$ cat config.mk
export PLATFORM = sky130hd
export DESIGN_NAME = axil_cmd_sequencer
export DESIGN_NICKNAME = d
export VERILOG_FILES = /design/src/rtl/axil_seq_pkg.sv /design/src/rtl/axil_seq_fifo.sv /design/src/rtl/axil_cmd_sequencer.sv
export SDC_FILE = /design/constraint.sdc
export NUM_CORES = 1
export LEC_CHECK = 0
export ABC_AREA = 1
export BUFFER_PORTS_ARGS = -buffer_cell sky130_fd_sc_hd__buf_2
export CORE_ASPECT_RATIO = 0.8
export CORE_MARGIN = 4
export CORE_UTILIZATION = 40
export DETAILED_ROUTE_END_ITERATION = 10
export GPL_ROUTABILITY_DRIVEN = 0
export PLACE_DENSITY = 0.56
export SLEW_MARGIN = 30
export SYNTH_ARGS = -nofsm -noshare
export SYNTH_HDL_FRONTEND = slang
export SYNTH_SLANG_ARGS = --single-unit
$ cat constraint.sdc
create_clock -name clk -period 10.8 [get_ports clk]
set_clock_uncertainty 0.05 [all_clocks]
set_input_delay 0.54 -clock clk [delete_from_list [all_inputs] [get_ports clk]]
set_output_delay 0.54 -clock clk [all_outputs]
set_load 0.05 [all_outputs]
$ cat src/rtl/axil_seq_pkg.sv
// Shared definitions for the AXI-Lite command sequencer: FSM encoding and
// packed command/response widths.
`timescale 1ns/1ps
package axil_seq_pkg;

    typedef enum logic [1:0] {
        IDLE  = 2'd0,
        ISSUE = 2'd1,
        WAIT  = 2'd2
    } seq_state_e;

    // Command packs {wr, addr, wdata, wstrb}; response packs {wr, rdata, ok}.
    function automatic int cmd_w(input int aw, input int dw);
        return 1 + aw + dw + dw / 8;
    endfunction

    function automatic int rsp_w(input int dw);
        return 2 + dw;
    endfunction

    localparam int CMD_W = cmd_w(32, 32);
    localparam int RSP_W = rsp_w(32);

endpackage

$ cat src/rtl/axil_seq_fifo.sv
// Synchronous FIFO with wrap-bit pointers; used for both the command and
// response queues of the sequencer.
`timescale 1ns/1ps
module axil_seq_fifo
    import axil_seq_pkg::*;
#(
    parameter int WIDTH = 8,
    parameter int DEPTH = 4,
    localparam int AW = $clog2(DEPTH)
) (
    input  logic             clk,
    input  logic             rst,
    input  logic             push_i,
    input  logic [WIDTH-1:0] wdata_i,
    input  logic             pop_i,
    output logic [WIDTH-1:0] rdata_o,
    output logic             full_o,
    output logic             empty_o,
    output logic [AW:0]      count_o
);

    logic [AW:0]      wr_q, wr_d, rd_q, rd_d;
    logic [WIDTH-1:0] mem_q [DEPTH];
    logic             do_push, do_pop;

    assign empty_o = (wr_q == rd_q);
    assign full_o  = (wr_q[AW] != rd_q[AW]) && (wr_q[AW-1:0] == rd_q[AW-1:0]);
    assign count_o = wr_q - rd_q;
    assign rdata_o = mem_q[rd_q[AW-1:0]];

    // A pop frees the head slot in the same cycle, so push+pop at full is safe.
    assign do_pop  = pop_i && !empty_o;
    assign do_push = push_i && (!full_o || do_pop);

    always_comb begin
        wr_d = do_push ? wr_q + 1'b1 : wr_q;
        rd_d = do_pop  ? rd_q + 1'b1 : rd_q;
    end

    always_ff @(posedge clk or posedge rst) begin
        if (rst) begin
            wr_q <= '0;
            rd_q <= '0;
        end else begin
            wr_q <= wr_d;
            rd_q <= rd_d;
        end
    end

    always_ff @(posedge clk) begin
        if (do_push) mem_q[wr_q[AW-1:0]] <= wdata_i;
    end

endmodule

$ cat src/rtl/axil_cmd_sequencer.sv
// Buffers read/write commands, issues them one at a time to axi_lite_master
// and returns completions in order. AXIL_SEQ_STATS_EN adds completion counters.
`timescale 1ns/1ps
module axil_cmd_sequencer
    import axil_seq_pkg::*;
#(
    parameter int ADDR_WIDTH = 32,
    parameter int DATA_WIDTH = 32,
    parameter int CMD_DEPTH  = 4,
    parameter int RSP_DEPTH  = 4
) (
    input  logic                    clk,
    input  logic                    rst,
    input  logic                    cmd_valid,
    output logic                    cmd_ready,
    input  logic                    cmd_wr,
    input  logic [ADDR_WIDTH-1:0]   cmd_addr,
    input  logic [DATA_WIDTH-1:0]   cmd_wdata,
    input  logic [DATA_WIDTH/8-1:0] cmd_wstrb,
    output logic                    rsp_valid,
    input  logic                    rsp_ready,
    output logic                    rsp_wr,
    output logic [DATA_WIDTH-1:0]   rsp_rdata,
    output logic                    rsp_ok,
    output logic                    m_req,
    output logic                    m_wr,
    output logic [ADDR_WIDTH-1:0]   m_addr,
    output logic [DATA_WIDTH-1:0]   m_wdata,
    output logic [DATA_WIDTH/8-1:0] m_wstrb,
    input  logic                    m_ready,
    input  logic [DATA_WIDTH-1:0]   m_rdata,
    input  logic                    m_resp_ok
`ifdef AXIL_SEQ_STATS_EN
    ,
    output logic [15:0]             stat_wr_cnt,
    output logic [15:0]             stat_rd_cnt,
    output logic [15:0]             stat_err_cnt
`endif
);

    localparam int SW = DATA_WIDTH / 8;
    localparam int CW = cmd_w(ADDR_WIDTH, DATA_WIDTH);
    localparam int RW = rsp_w(DATA_WIDTH);
    localparam int CA = $clog2(CMD_DEPTH);
    localparam int RA = $clog2(RSP_DEPTH);
    localparam logic [RA+1:0] RSP_LIM = RSP_DEPTH[RA+1:0];

    seq_state_e      state_q, state_d;
    logic [CW-1:0]   cmd_q, cmd_d, cmd_head;
    logic [RW-1:0]   rsp_head, rsp_in;
    logic            cmd_full, cmd_empty, rsp_full, rsp_empty;
    logic [CA:0]     cmd_count;
    logic [RA:0]     rsp_count;
    logic [RA+1:0]   rsp_used;
    logic            pending, slot_free, issue, rsp_push;
    logic            sink_unused;

    assign cmd_ready = !cmd_full;
    assign rsp_valid = !rsp_empty;

    axil_seq_fifo #(.WIDTH(CW), .DEPTH(CMD_DEPTH)) u_cmd_fifo (
        .clk     (clk),
        .rst     (rst),
        .push_i  (cmd_valid && cmd_ready),
        .wdata_i ({cmd_wr, cmd_addr, cmd_wdata, cmd_wstrb}),
        .pop_i   (issue),
        .rdata_o (cmd_head),
        .full_o  (cmd_full),
        .empty_o (cmd_empty),
        .count_o (cmd_count)
    );

    assign rsp_in = {m_wr, m_wr ? {DATA_WIDTH{1'b0}} : m_rdata, m_resp_ok};

    axil_seq_fifo #(.WIDTH(RW), .DEPTH(RSP_DEPTH)) u_rsp_fifo (
        .clk     (clk),
        .rst     (rst),
        .push_i  (rsp_push),
        .wdata_i (rsp_in),
        .pop_i   (rsp_valid && rsp_ready),
        .rdata_o (rsp_head),
        .full_o  (rsp_full),
        .empty_o (rsp_empty),
        .count_o (rsp_count)
    );

    assign rsp_wr    = rsp_head[RW-1];
    assign rsp_rdata = rsp_head[DATA_WIDTH:1];
    assign rsp_ok    = rsp_head[0];

    // A response slot is reserved before issue so the WAIT push never overflows.
    assign pending   = (state_q != IDLE);
    assign rsp_used  = {1'b0, rsp_count} + {{(RA+1){1'b0}}, pending};
    assign slot_free = (rsp_used < RSP_LIM);

    always_ff @(posedge clk or posedge rst) begin
        if (rst) state_q <= IDLE;
        else     state_q <= state_d;
    end

    always_comb begin
        state_d = state_q;
        unique case (state_q)
            IDLE:    if (!cmd_empty && slot_free) state_d = ISSUE;
            ISSUE:   state_d = WAIT;
            WAIT:    if (m_ready) state_d = IDLE;
            default: state_d = IDLE;
        endcase
    end

    always_comb begin
        issue    = (state_q == IDLE) && !cmd_empty && slot_free;
        rsp_push = (state_q == WAIT) && m_ready;
        m_req    = (state_q == ISSUE);
    end

    // Master-side fields hold from one issue until the next.
    assign cmd_d = issue ? cmd_head : cmd_q;

    always_ff @(posedge clk or posedge rst) begin
        if (rst) cmd_q <= '0;
        else     cmd_q <= cmd_d;
    end

    assign m_wr    = cmd_q[CW-1];
    assign m_addr  = cmd_q[CW-2 -: ADDR_WIDTH];
    assign m_wdata = cmd_q[DATA_WIDTH+SW-1 -: DATA_WIDTH];
    assign m_wstrb = cmd_q[SW-1:0];

    assign sink_unused = ^{cmd_count, rsp_full};

`ifdef AXIL_SEQ_STATS_EN
    logic [15:0] wr_cnt_q, wr_cnt_d, rd_cnt_q, rd_cnt_d, err_cnt_q, err_cnt_d;

    always_comb begin
        wr_cnt_d  = wr_cnt_q;
        rd_cnt_d  = rd_cnt_q;
        err_cnt_d = err_cnt_q;
        if (rsp_push) begin
            if (m_wr  && wr_cnt_q  != 16'hFFFF) wr_cnt_d  = wr_cnt_q + 16'd1;
            if (!m_wr && rd_cnt_q  != 16'hFFFF) rd_cnt_d  = rd_cnt_q + 16'd1;
            if (!m_resp_ok && err_cnt_q != 16'hFFFF) err_cnt_d = err_cnt_q + 16'd1;
        end
    end

    always_ff @(posedge clk or posedge rst) begin
        if (rst) begin
            wr_cnt_q  <= '0;
            rd_cnt_q  <= '0;
            err_cnt_q <= '0;
        end else begin
            wr_cnt_q  <= wr_cnt_d;
            rd_cnt_q  <= rd_cnt_d;
            err_cnt_q <= err_cnt_d;
        end
    end

    assign stat_wr_cnt  = wr_cnt_q;
    assign stat_rd_cnt  = rd_cnt_q;
    assign stat_err_cnt = err_cnt_q;
`endif

endmodule

Word level (Yosys, flattened, before mapping)
Memory sizes are Yosys's and may differ from the RTL's. A register that Yosys moved wholly into a read port is not among the register bits.
Index checks and enable logic that the tools add are counted.

word-level totals
  logic and storage cells = 53
  bits in writable memories = 412
  register bits after elaboration = 14
  output and inout port bits = 106
  memories = 2
  input bits = 107

cells by class
  equality and inequality tests = 10
  order comparisons = 1
  mux-type cells = 8
  add/subtract/negate cells = 6
  reduce and logical (&&, ||, !) cells = 21

memory list
  name              words  width  rd ports  clocked after Yosys merged registers in  wr ports  RTL line             RTL
  u_cmd_fifo.mem_q  4      69     1         1                                        1         axil_seq_fifo.sv:23  logic [WIDTH-1:0] mem_q [DEPTH];
  u_rsp_fifo.mem_q  4      34     1         0                                        1         axil_seq_fifo.sv:23

operators by type and width
  operator               count
  $mux W32               1
  $add A3 B1 Y3 const B  4
  $logic_and A1 B1 Y1    12
  $eq A3 B3 Y1           2
  $pmux W2 S3            1
  $add A3 B1 Y4          1
  $eq A2 B2 Y1           2
  $logic_not A1 Y1       4
  $lt A4 B3 Y1 const B   1
  $mux W1                4
  $mux W2                2
  $ne A2 B2 Y1 const B   2
  $sub A3 B3 Y3          1
  $eq A2 B1 Y1 const B   1
  $eq A2 B2 Y1 const B   1
  $logic_not A2 Y1       1
  $logic_or A1 B1 Y1     2
  $ne A1 B1 Y1           2
  $reduce_and A2 Y1      1
  $reduce_bool A2 Y1     1

Depth between registers and ports, before layout
Gate-level depths: netlist (run 1).

  word-level depth = 9
  gate-level depth with buffers = 12
  depth with buffers taken out = 11

Cells and area by module
A second synthesis (run 1) with hierarchy kept.

unflattened totals
  cell total of the unflattened synthesis = 1508
  area, all modules = 19886.6 µm²

modules (own cells, without submodules)
  module                       times used  cells an instance  sequential area each (µm²)  area each (µm²)
  axil_seq_fifo at u_cmd_fifo  1           730                8438.1                      11175.7
  axil_seq_fifo at u_rsp_fifo  1           392                4234.1                      5610.4
  axil_cmd_sequencer           1           386                1776.7                      3100.5

Worst setup path before layout (run 1)
Ideal clock, no wire load.

  path kind = flip-flop to flip-flop
  start point = reg u_cmd_fifo.rd_q[0]
  end point = mem u_cmd_fifo.mem_q[0][0] (netlist name) (enable)
  cell stages (with the launch flop) = 6
  buffers on the path = 1
  setup time = 497 ps
  arrival time = 4332 ps
  required time = 10253 ps
  slack = 5921 ps
  cell sequence = dfrtp_1 buf_2 xnor2_2 nand3_1 nand2_1 nor2_1

on the way
  elaborated cells between the ends (all ways) = 13
  those cells by class = eq/ne: 2; mux: 2; reduce/logical: 9

RTL lines
  what                                                       RTL line                                       RTL
  from (decl)                                                axil_seq_fifo.sv:22                            logic [AW:0] wr_q, wr_d, rd_q, rd_d;
  from (signal assigned)                                     axil_seq_fifo.sv:46                            rd_q <= rd_d;
  $eq A2 B2 Y1 *                                             axil_seq_fifo.sv:27                            assign full_o = (wr_q[AW] != rd_q[AW]) && (wr_q[AW-1:0] == rd_q[AW-1:0]);
  $logic_and A1 B1 Y1 *                                      axil_seq_fifo.sv:27
  $logic_not A1 Y1 *                                         axil_cmd_sequencer.sv:58                       assign cmd_ready = !cmd_full;
  via cmd_ready                                              axil_cmd_sequencer.sv:15                       output logic cmd_ready,
  $logic_and A1 B1 Y1 or $logic_or A1 B1 Y1 (tied branches)  axil_cmd_sequencer.sv:64, axil_seq_fifo.sv:33
  $logic_and A1 B1 Y1 *                                      axil_seq_fifo.sv:33                            assign do_push = push_i && (!full_o || do_pop);
  $mux W1 *                                                  axil_seq_fifo.sv:51                            if (do_push) mem_q[wr_q[AW-1:0]] <= wdata_i;
  $mux W1 (not written as such) *                            axil_seq_fifo.sv:51
  to (decl)                                                  axil_seq_fifo.sv:23

Mark *: on every way through the listed nets, which the timed path passes. The rest lies on a longest branch.

Final worst setup path (run 1)
  start point = reg u_rsp_fifo.rd_q[0]
  end point = out rsp_rdata[5]

on the way
  word-level cells in the longest chain between the ends = 1

ends and longest elaborated chain
  what                    RTL line                  RTL
  from (decl)             axil_seq_fifo.sv:22
  from (signal assigned)  axil_seq_fifo.sv:46
  $mem_v2 Z4 W34          --
  to (decl)               axil_cmd_sequencer.sv:23  output logic [DATA_WIDTH-1:0] rsp_rdata,

No other way between the ends.

==> results of run 1 <==
[per-layer routing]
metal / GRT usage (%) / vias up
li1: - / 6602
met1: 25.0 / 6462
met2: 28.8 / 351
met3: 3.84 / 83
met4: 5.39 / 10
met5: 0 / -
[area by class of cell]
cell class | instances | area, um^2 | share of cell area [%]
flip-flops and latches | 495 | 14500 | 60.3
multi-input cells | 973 | 4420 | 18.4
clock buffers | 69 | 1390 | 5.82
repair buffers | 239 | 1360 | 5.67
inverters | 339 | 1280 | 5.33
well taps | 675 | 845 | 3.52
clock inverters | 25 | 196 | 0.820
diodes | 7 | 17.5 | 0.0731
[kinds of logic (layout without fill, tap and decap cells)]
group | count (synthesis) | in the layout
and+or+nand+nor | 848 | 848
DFF | 495 | 495
buffers and inverters | 438 | 672
AOI/OAI and AO/OA | 107 | 107
adders and majority gates | 13 | 13
xor gates and xnor gates | 5 | 5
other | 0 | 7
[worst register-to-register path: stages (launching register included)]
cell	delay [ns]
dfrtp_2	0.35
buf_6	0.61
inv_2	0.10
nand2_1	0.10
nand2_1	0.10
nand3_1	0.13
nand2_1	0.30
nor2_4	0.78
buf_4	0.73
[cells in the mapped netlist]
cell type and count:
inv_1 337, a21oi_1 1, nor2_1 113, o21bai_1 1
fa_1 1, buf_4 1, xnor2_2 1, o21ai_0 71
nand3_4 1, xnor2_1 1, nand4_1 72, dfrtp_1 83
nand2_1 519, xor2_1 3, nand3_1 142, o22ai_1 34
clkbuf_1 56, buf_2 31, buf_1 11, nand3_2 1
ha_1 12, edfxtp_1 412, inv_2 2
[registers in the layout (all words and copies together), names as in the netlist]
register / cells
cmd_q: 69
u_rsp_fifo.rd_q: 3
state_q: 2
u_cmd_fifo.rd_q: 3
u_rsp_fifo.mem_q: 136
u_rsp_fifo.wr_q: 3
u_cmd_fifo.mem_q: 276
u_cmd_fifo.wr_q: 3
[power groups by stage]
| stage | clock, mW | combinational (mW) | sequential (mW) |
|---|---|---|---|
| after floorplan | 0 | 1.90 | 3.17 |
| after global placement | 0 | 3.18 | 2.79 |
| after detailed placement | 0 | 3.23 | 2.79 |
| after CTS | 1.73 | 3.24 | 2.76 |
| after global routing | 1.80 | 3.51 | 2.80 |
| final | 1.68 | 3.22 | 2.76 |
[worst max-delay path by stage]
stage                        from                       to  slack, ns  depth (start not counted)
2_1_floorplan  u_cmd_fifo.rd_q[0]   u_cmd_fifo.mem_q[0][0]       5.92                          5
3_3_place_gp   u_cmd_fifo.rd_q[1]  u_cmd_fifo.mem_q[1][64]       6.79                          8
3_5_place_dp   u_cmd_fifo.rd_q[1]  u_cmd_fifo.mem_q[0][33]       7.04                          8
6_report       u_rsp_fifo.rd_q[0]             rsp_rdata[5]       7.10                          6
4_1_cts        u_rsp_fifo.rd_q[0]             rsp_rdata[5]       6.68                          6
5_1_grt        u_rsp_fifo.rd_q[0]             rsp_rdata[5]       6.85                          6
[repair_timing]
item / in CTS / in global routing
buffers inserted: 0 / 0
setup endpoints to repair: 0 / 0
endpoints found under the hold margin: 19 / 0
hold buffers: 1 / 0
==> flow_summary.ini, run 1 <==
[status]
status = finished, final reports clean

[route]
drt-pass1-iter-count = 5
wl_met2_um = 23300
final_antenna_net_count = 0
drt_iter0_markers = 963
wire_per_inst_um = 17.9
vias = 13508
top_layer = met5
wl_met3_um = 2990
drt-vias-per-instance = 4.79
totalWireLength_um = 50500
route.detailed.drc = 0
m1WireLength_um = 23000

[cells_and_area]
layout_commonest_cell = nand2_1
fill_cells = 4536
area_growth_pct = 16.9
num-nets-final = 2219
fin_util_pct = 47.8
final_cell_mix = 519 x nand2_1, 412 x edfxtp_1, 334 x inv_1, 212 x buf_2, 142 x nand3_1
drive_gt1_share_pct = 15.4
layout.cells.non_filler = 2822
final_area_um2 = 24000

[yosys]
synthMuxAreaShare_pct = 0
yosys-top-cells-area = edfxtp_1 60%, dfrtp_1 10%, nand2_1 9.5%
synth_area_um2 = 20500
synth-seq-cells = 495
synth_xor_area_share_pct = 0.250
ys_warn_count = 0
synth_top_family_by_area = simple AND/OR/NAND/NOR gates
yosys.area_share.adder_pct = 0.830
synthSimpleGateAreaFrac_pct = 17.4
syn_nets = 2026
synth_top_area_cell = edfxtp_1
yosysSeqAreaShare_pct = 70.5
synth_top_area_share_pct = 60.4
synth_compound_area_share_pct = 2.83
syn_inst = 1906
syn_area_per_cell_um2 = 10.8
yosys.cell_types.count = 23

[floorplan]
die_w_um = 261
io_pins = 213
core_um2 = 50100
die_area_um2 = 55000
die_h_um = 210
initial_core_util_pct = 40.9
rows = 73

[clock_tree]
cts.sinks = 495
clock_path_buffers = 3
clk_latency_ns = 0.59
clk_pin_slew_ns = 0.06
cts_tree = built
clockRootBuffer = clkbuf_16
cts.htree.levels = 2
cts_repair_resize_count = 0
numCtsBuffers = 51

[timing]
rsz0062_at_grt = no
worst_slew_pin_slew_ns = 1.02
timing.final.ws_setup_ns = 7.10
max_freq_mhz = 270
drv_slew = 0
min_period_over_period_pct = 34.3
hold_viol = 0
finalCriticalPeriod_ns = 3.70
tns_ns = 0
setup_viol = 0
max-slew-margin-rel_pct = 32.0
fin_hold_ws_ns = 0.0916

[global_routing]
grtUsageTotal_pct = 18.0
antenna_found_initial = 12
gr-total-overflow = 0
grt_pass1_wl_um = 76700
grt_max_degree = 97
grt_pass1_vias = 13148

[pwr]
power.total_mw = 7.66
clockPowerShare_pct = 21.9
p_seq_share_pct = 36.1
p_int_mw = 4.26
switchingPower_mw = 3.39
combinationalPowerShare_pct = 42.0
leakage_nw = 10.7
vdd_drop_max_uv = 213
p_sw_share_pct = 44.3
powerDensity_nw_per_um2 = 320

[hold_path]
worstHoldStart = m_ready
min_delay_path_depth = 2
hold-path-endpoint = state_q[1]
min-delay-path-class = primary input to flip-flop

[worst_setup_path]
r2r-start = u_cmd_fifo.rd_q[1]
worstPathArrival_ns = 3.11
cp_common_cell = buf_4
cp_max_fo = 54
crit_buf_inv = 4
reg2reg_slack_ns = 7.12
critPathSlowestCell = dfrtp_2
path_cells = buf_4 -> inv_2 -> buf_4 -> o21ai_0 -> o22ai_1 -> buf_2
r2r_end = u_cmd_fifo.mem_q[0][33]
ff2ff_path_depth = 8
crit_required_ns = 10.21
crit_path_start_kind = flip-flop
setup.worst_path.class = flip-flop to primary output
slowest_delay_ns = 0.53
cp_top_family = buffers and inverters
critPathCaptureType = primary output

[place]
place_hpwl_um = 28000
port_buffers = 212
dp_worst_setup_slack_ns = 7.04
post_dp_cell_area_um2 = 22300
dp.cells = 2719

[job]
maxCapViolations = 0
No activity file was read; power rests on OpenSTA's default activity.
==> inputs of run 2 (changes only) <==
ABC_AREA = 0   (was 1)
PLACE_DENSITY = 0.58   (was 0.56)
clock period = 3.4 ns   (was 10.8 ns; I/O delays follow)
==> run 2 against run 1 <==
Global-route usage shrank 2.8 points. Hold slack gained 0.10 ns. Cell area shrank 2.4%. Synthesized cell count shrank 58%. Register-to-register slack lost 6.6 ns. First-iteration DRC count shrank 43%. Final cell count shrank 36%. Utilization grew 2.9 points. Wire length shrank 24%. Largest cell class unchanged.
==> flow_summary.ini, run 2 <==
[clock_tree]
ctsHoldBuffers = 106
postCtsSetupBuffers = 0
clk_latency_ns = 0.57
cts.sinks = 495
clock_path_buffers = 3
cts_tree = built
cts_repair_resize_count = 0
cts.htree.levels = 2
numCtsBuffers = 49
clk_pin_slew_ns = 0.06
clockRootBuffer = clkbuf_16

[yosys]
synth_top_area_share_pct = 65.7
yosysSeqAreaShare_pct = 76.7
synth_most_common_cell = edfxtp_1
syn_nets = 923
yosys.cell_types.count = 32
synth_compound_area_share_pct = 0.452
ys_warn_count = 0
synth_edf_count = 412
syn_inst = 803
synth_area_um2 = 18800
yosys-top-cells-count = 412 x edfxtp_1, 103 x mux4_2, 83 x dfrtp_1, 69 x mux2_4, 34 x nor2b_1
yosys-top-cells-area = edfxtp_1 66%, mux4_2 12%, dfrtp_1 11%
synth_async_sr_flop_share_pct = 16.8
synthMuxAreaShare_pct = 18.0
yosys.area_share.adder_pct = 0.903
synth_top_area_cell = edfxtp_1
synth_xor_area_share_pct = 0.724
synth-seq-cells = 495
postSynth.topFlopCell = edfxtp_1
synthSimpleGateAreaFrac_pct = 1.59
syn_area_per_cell_um2 = 23.5
synth_top_family_by_area = multiplexers

[job]
maxCapViolations = 0

[route]
drt-pass1-iter-count = 4
wire_per_inst_um = 21.1
m1WireLength_um = 17000
drt-vias-per-instance = 4.86
wl_met2_um = 18500
drt_iter0_markers = 551
final_antenna_net_count = 0
wl_met3_um = 2120
vias = 8837
top_layer = met5
route.detailed.drc = 0
totalWireLength_um = 38400

[cells_and_area]
num-nets-final = 1283
final_cell_mix = 412 x edfxtp_1, 212 x buf_2, 106 x dlygate4sd3_1, 103 x mux4_2, 80 x dfrtp_1
layout_commonest_cell = edfxtp_1
area_growth_pct = 24.1
largest_reg_flops = 276
layout.cells.non_filler = 1817
drive_gt1_share_pct = 40.5

[worst_setup_path]
ff2ff_path_depth = 9
worstPathArrival_ns = 3.26
r2r_end = cmd_q[15]
critPathCaptureType = flip-flop
crit_path_start_kind = flip-flop
setup.worst_path.class = flip-flop to flip-flop
cp_common_cell = inv_1
crit_buf_inv = 4
r2r-start = u_rsp_fifo.wr_q[0]
cp_num_cells = 9
startpoint = u_rsp_fifo.wr_q[0]
cp_top_family = buffers and inverters
slowest_delay_ns = 0.42
cp_max_fo = 31
path_cells = inv_1 -> ha_1 -> inv_1 -> fa_1 -> xnor3_1 -> a311o_4 -> inv_8 -> buf_4 -> mux2_4
reg2reg_slack_ns = 0.54
critPathSlowestCell = fa_1
crit_required_ns = 3.80
crit_path_end = cmd_q[15]

[status]
status = finished, final reports clean

[floorplan]
io_pins = 213
rows = 70
die_w_um = 251
die_h_um = 202
die_area_um2 = 50700
initial_core_util_pct = 40.8
core_um2 = 46200

[timing]
tns_ns = 0
min_period_over_period_pct = 84.2
worst_slew_pin_slew_ns = 0.737
max_freq_mhz = 349
finalCriticalPeriod_ns = 2.86
setup_viol = 0
drv_slew = 0
rsz0062_at_grt = no
hold_viol = 0
max-slew-margin-rel_pct = 50.9

[pwr]
vdd_drop_max_uv = 651
leakage_nw = 8.49
powerDensity_nw_per_um2 = 1020

[global_routing]
grt_max_degree = 72
antenna_found_initial = 7
grt_pass1_wl_um = 59600
gr-total-overflow = 0
grt_pass1_vias = 9791
grtUsageTotal_pct = 15.2

[place]
dp.cells = 1618
place_hpwl_um = 22700
port_buffers = 212

[hold_path]
min-delay-path-class = primary input to asynchronous set/reset pin
-- run 2: cell types whose count changed in the layout (fill, tap and decap cells not counted), moves of 69 or more --
cell / previous run / this run
mux4_2: 0 / 103
mux2_4: 0 / 69
nand4_1: 72 / 1
dlygate4sd3_1: 1 / 106
nand3_1: 142 / 2
nand2_1: 519 / 2
o21ai_0: 71 / 1
inv_1: 334 / 9
nor2_1: 104 / 0
-- run 2: area by class of cell --
cell class              count  area, um^2
well taps                 612         766
flip-flops and latches    495       14500
multi-input cells         262        4120
fillers                  3754       22800
inverters                  11        53.8
clock inverters            19         203
clock buffers              70        1360
repair buffers            344        2420
diodes                      4        10.0
-- run 2: worst min path at each step --
stage | endpoint | slack, ns | depth (start not counted)
floorplan | u_cmd_fifo.mem_q[0][0] | 0.22 | 0
global placement | u_cmd_fifo.mem_q[2][18] | 0.34 | 1
detailed placement | u_cmd_fifo.mem_q[1][64] | 0.34 | 1
CTS | u_cmd_fifo.mem_q[2][51] | 0.26 | 2
global route | cmd_q[67] | 0.25 | 3
finish | cmd_q[67] | 0.19 | 3
-- run 2: worst min-delay path, delay by kind of cell --
kind,cells,cell delay (ns)
buf+inv,3,1.11
-- run 2: metal layers --
| metal | up-vias | global-route usage (%) |
|---|---|---|
| met5 | - | 0 |
| li1 | 3994 | - |
| met3 | 61 | 3.73 |
| met4 | 6 | 4.02 |
| met2 | 195 | 24.5 |
| met1 | 4581 | 21.1 |
-- run 2: through the flow --
step	worst slack (ns)	util [%]	instance area, um^2	total power, mW	hold WS (ns)
6_report	0.536	50.7	23400	23.9	0.192
5_1_grt	0.399	50.6	23400	25.2	0.245
4_1_cts	0.505	50.6	23400	24.3	0.263
3_5_place_dp	0.516	44.9	20700	18.9	0.340
3_3_place_gp	0.534	44.9	20700	18.8	0.336
2_1_floorplan	0.104	-	18900	16.8	0.219
-- run 2: cell families (layout without fill, tap and decap cells) --
kind of cell / after synthesis / count (layout)
multiplexers: 176 / 176
XOR/XNOR: 14 / 14
AO/OA/AOI/OAI: 10 / 10
AND/OR/NAND/NOR: 49 / 49
adder cells (fa/ha/maj): 13 / 13
other: 0 / 4
flip-flops: 495 / 495
buffers and inverters: 46 / 444
-- run 2: report_power, final --
part / internal, mW / switching [mW] / total (mW)
logic: 4.00 / 5.82 / 9.82
clock network: 3.08 / 2.20 / 5.28
registers: 8.28 / 0.550 / 8.83
==> inputs of run 3 (changes only) <==
PLACE_DENSITY = 0.56   (was 0.58)
clock period = 2.9 ns   (was 3.4 ns; I/O delays follow)
==> run 3 against run 2 <==
Maximum frequency is 9.4% higher. Sequential share of layout area decreased by 0.39 points. Final cell count increased by 0.22%. Non-clock buffer count did not move. Power grew 19%. Sequential power rose by 18%. Combinational power grew 19%. Critical path type unchanged. Critical endpoint is now cmd_q[17]. Largest power group unchanged.
==> flow_summary.ini, run 3 (synthesis gave the netlist of run 2 again) <==
[worst_setup_path]
worstPathArrival_ns = 3.02
crit_required_ns = 3.30
crit_path_start_kind = flip-flop
ff2ff_path_depth = 9
critPathCaptureType = flip-flop
setup.worst_path.class = flip-flop to flip-flop
cp_max_fo = 22

[global_routing]
grtUsageTotal_pct = 15.3
gr-total-overflow = 0
grt_pass1_vias = 9727
grt_max_degree = 72
grt_pass1_wl_um = 59800
antenna_found_initial = 5

[cells_and_area]
drive_gt1_share_pct = 41.0
final_cell_mix = 412 x edfxtp_1, 212 x buf_2, 106 x dlygate4sd3_1, 103 x mux4_2, 80 x dfrtp_1
largest_reg_flops = 276
fill_cells = 3715
multi_input_area_um2 = 4120
area_growth_pct = 24.9
fin_util_pct = 51.0
register_area_um2 = 14500
layout_commonest_cell = edfxtp_1
num-nets-final = 1284

[pwr]
clockPowerShare_pct = 22.4
p_int_mw = 18.3
powerDensity_nw_per_um2 = 1210
leakage_nw = 8.55
vdd_drop_max_uv = 688
switchingPower_mw = 10.1
combinationalPowerShare_pct = 41.2
p_seq_share_pct = 36.4
p_sw_share_pct = 35.7

[clock_tree]
cts_tree = built
numCtsBuffers = 50
cts.sinks = 495
clockRootBuffer = clkbuf_16
clk_pin_slew_ns = 0.06
clk_latency_ns = 0.59
clock_path_buffers = 3
cts.htree.levels = 2
postCtsSetupBuffers = 0

[place]
place_hpwl_um = 22400
dp_worst_setup_slack_ns = 0.277
port_buffers = 212

[floorplan]
die_w_um = 251
core_um2 = 46200
die_area_um2 = 50700
die_h_um = 202
io_pins = 213
rows = 70
initial_core_util_pct = 40.8

[timing]
rsz0062_at_grt = no
max_freq_mhz = 382
finalCriticalPeriod_ns = 2.62
drv_slew = 0
setup_viol = 0
worst_slew_pin_slew_ns = 0.769
tns_ns = 0
timing.final.ws_setup_ns = 0.282
hold_viol = 0
min_period_over_period_pct = 90.3
max-slew-margin-rel_pct = 48.7

[route]
drt_iter0_markers = 455
wire_per_inst_um = 21.0
drt-pass1-iter-count = 4
route.detailed.drc = 0
drt-vias-per-instance = 4.84
totalWireLength_um = 38300
final_antenna_net_count = 0
vias = 8811

[job]
maxCapViolations = 0

[status]
status = finished, final reports clean

[hold_path]
min-delay-path-class = primary input to asynchronous set/reset pin
run 3: cell count changes in the layout (fill, tap and decap cells not counted), sizes merged:
cell,change
diode,-1
clkinv,-1
inv,+2
clkbuf,+4
run 3: critical path, cell delays in order (launching register included):
cell and delay [ns]:
dfrtp_1 0.40, inv_1 0.14, ha_1 0.17, inv_1 0.05, fa_1 0.42, xnor3_1 0.23, a311o_4 0.38, inv_8 0.10
buf_12 0.22, mux2_4 0.32
run 3: cell type report:
cell class              instances  area share, %
diodes                          3         0.0319
well taps                     612           3.25
inverters                      11          0.218
flip-flops and latches        495           61.5
repair buffers                344           10.6
clock inverters                20          0.925
multi-input cells             262           17.5
clock buffers                  74           5.96
run 3: worst paths after layout:
kind                       slack [ns]                      end          startpoint
hold / removal                   0.19                cmd_q[29]                 rst
hold reg to reg                  0.44                cmd_q[67]           cmd_q[67]
min in group clk                 0.25  u_cmd_fifo.mem_q[2][67]        cmd_addr[31]
setup / recovery                 0.28                cmd_q[17]  u_rsp_fifo.wr_q[0]
setup reg to reg                 0.28                cmd_q[17]  u_rsp_fifo.wr_q[0]
max in group asynchronous        1.83                cmd_q[22]                 rst
run 3: power by group through the flow:
| stage | combinational (mW) | sequential [mW] | clock (mW) |
|---|---|---|---|
| 5_1_grt | 12.4 | 10.5 | 6.92 |
| 3_3_place_gp | 11.7 | 10.5 | 0 |
| 3_5_place_dp | 11.9 | 10.5 | 0 |
| 4_1_cts | 12.0 | 10.4 | 6.56 |
| 2_1_floorplan | 7.62 | 12.1 | 0 |
| 6_report | 11.7 | 10.4 | 6.36 |
run 3: through the flow:
stage	total power [mW]	cells	hold WS [ns]	instance area, um^2
CTS	28.9	1818	0.201	23500
finish	28.4	1821	0.194	23500
global route	29.9	1821	0.245	23500
floorplan	19.7	803	0.194	18900
detailed placement	22.4	1618	0.305	20800
global placement	22.2	1618	0.300	20800
run 3: metal layers:
layer	global-route usage [%]	vias to the layer above	wire length (um)	part of all wire [%]
li1	-	3988	-	-
met1	21.0	4561	16900	44
met2	24.6	212	18500	48
met3	3.94	46	2240	5.8
met4	4.06	4	656	1.7
met5	0	-	27	0.070
run 3: what timing repair did:
action                                  in CTS  in global routing
resized for setup                            0                  0
hold buffers                               106                  0
endpoints found under the setup margin       0                  0
endpoints found under the hold margin      467                  0
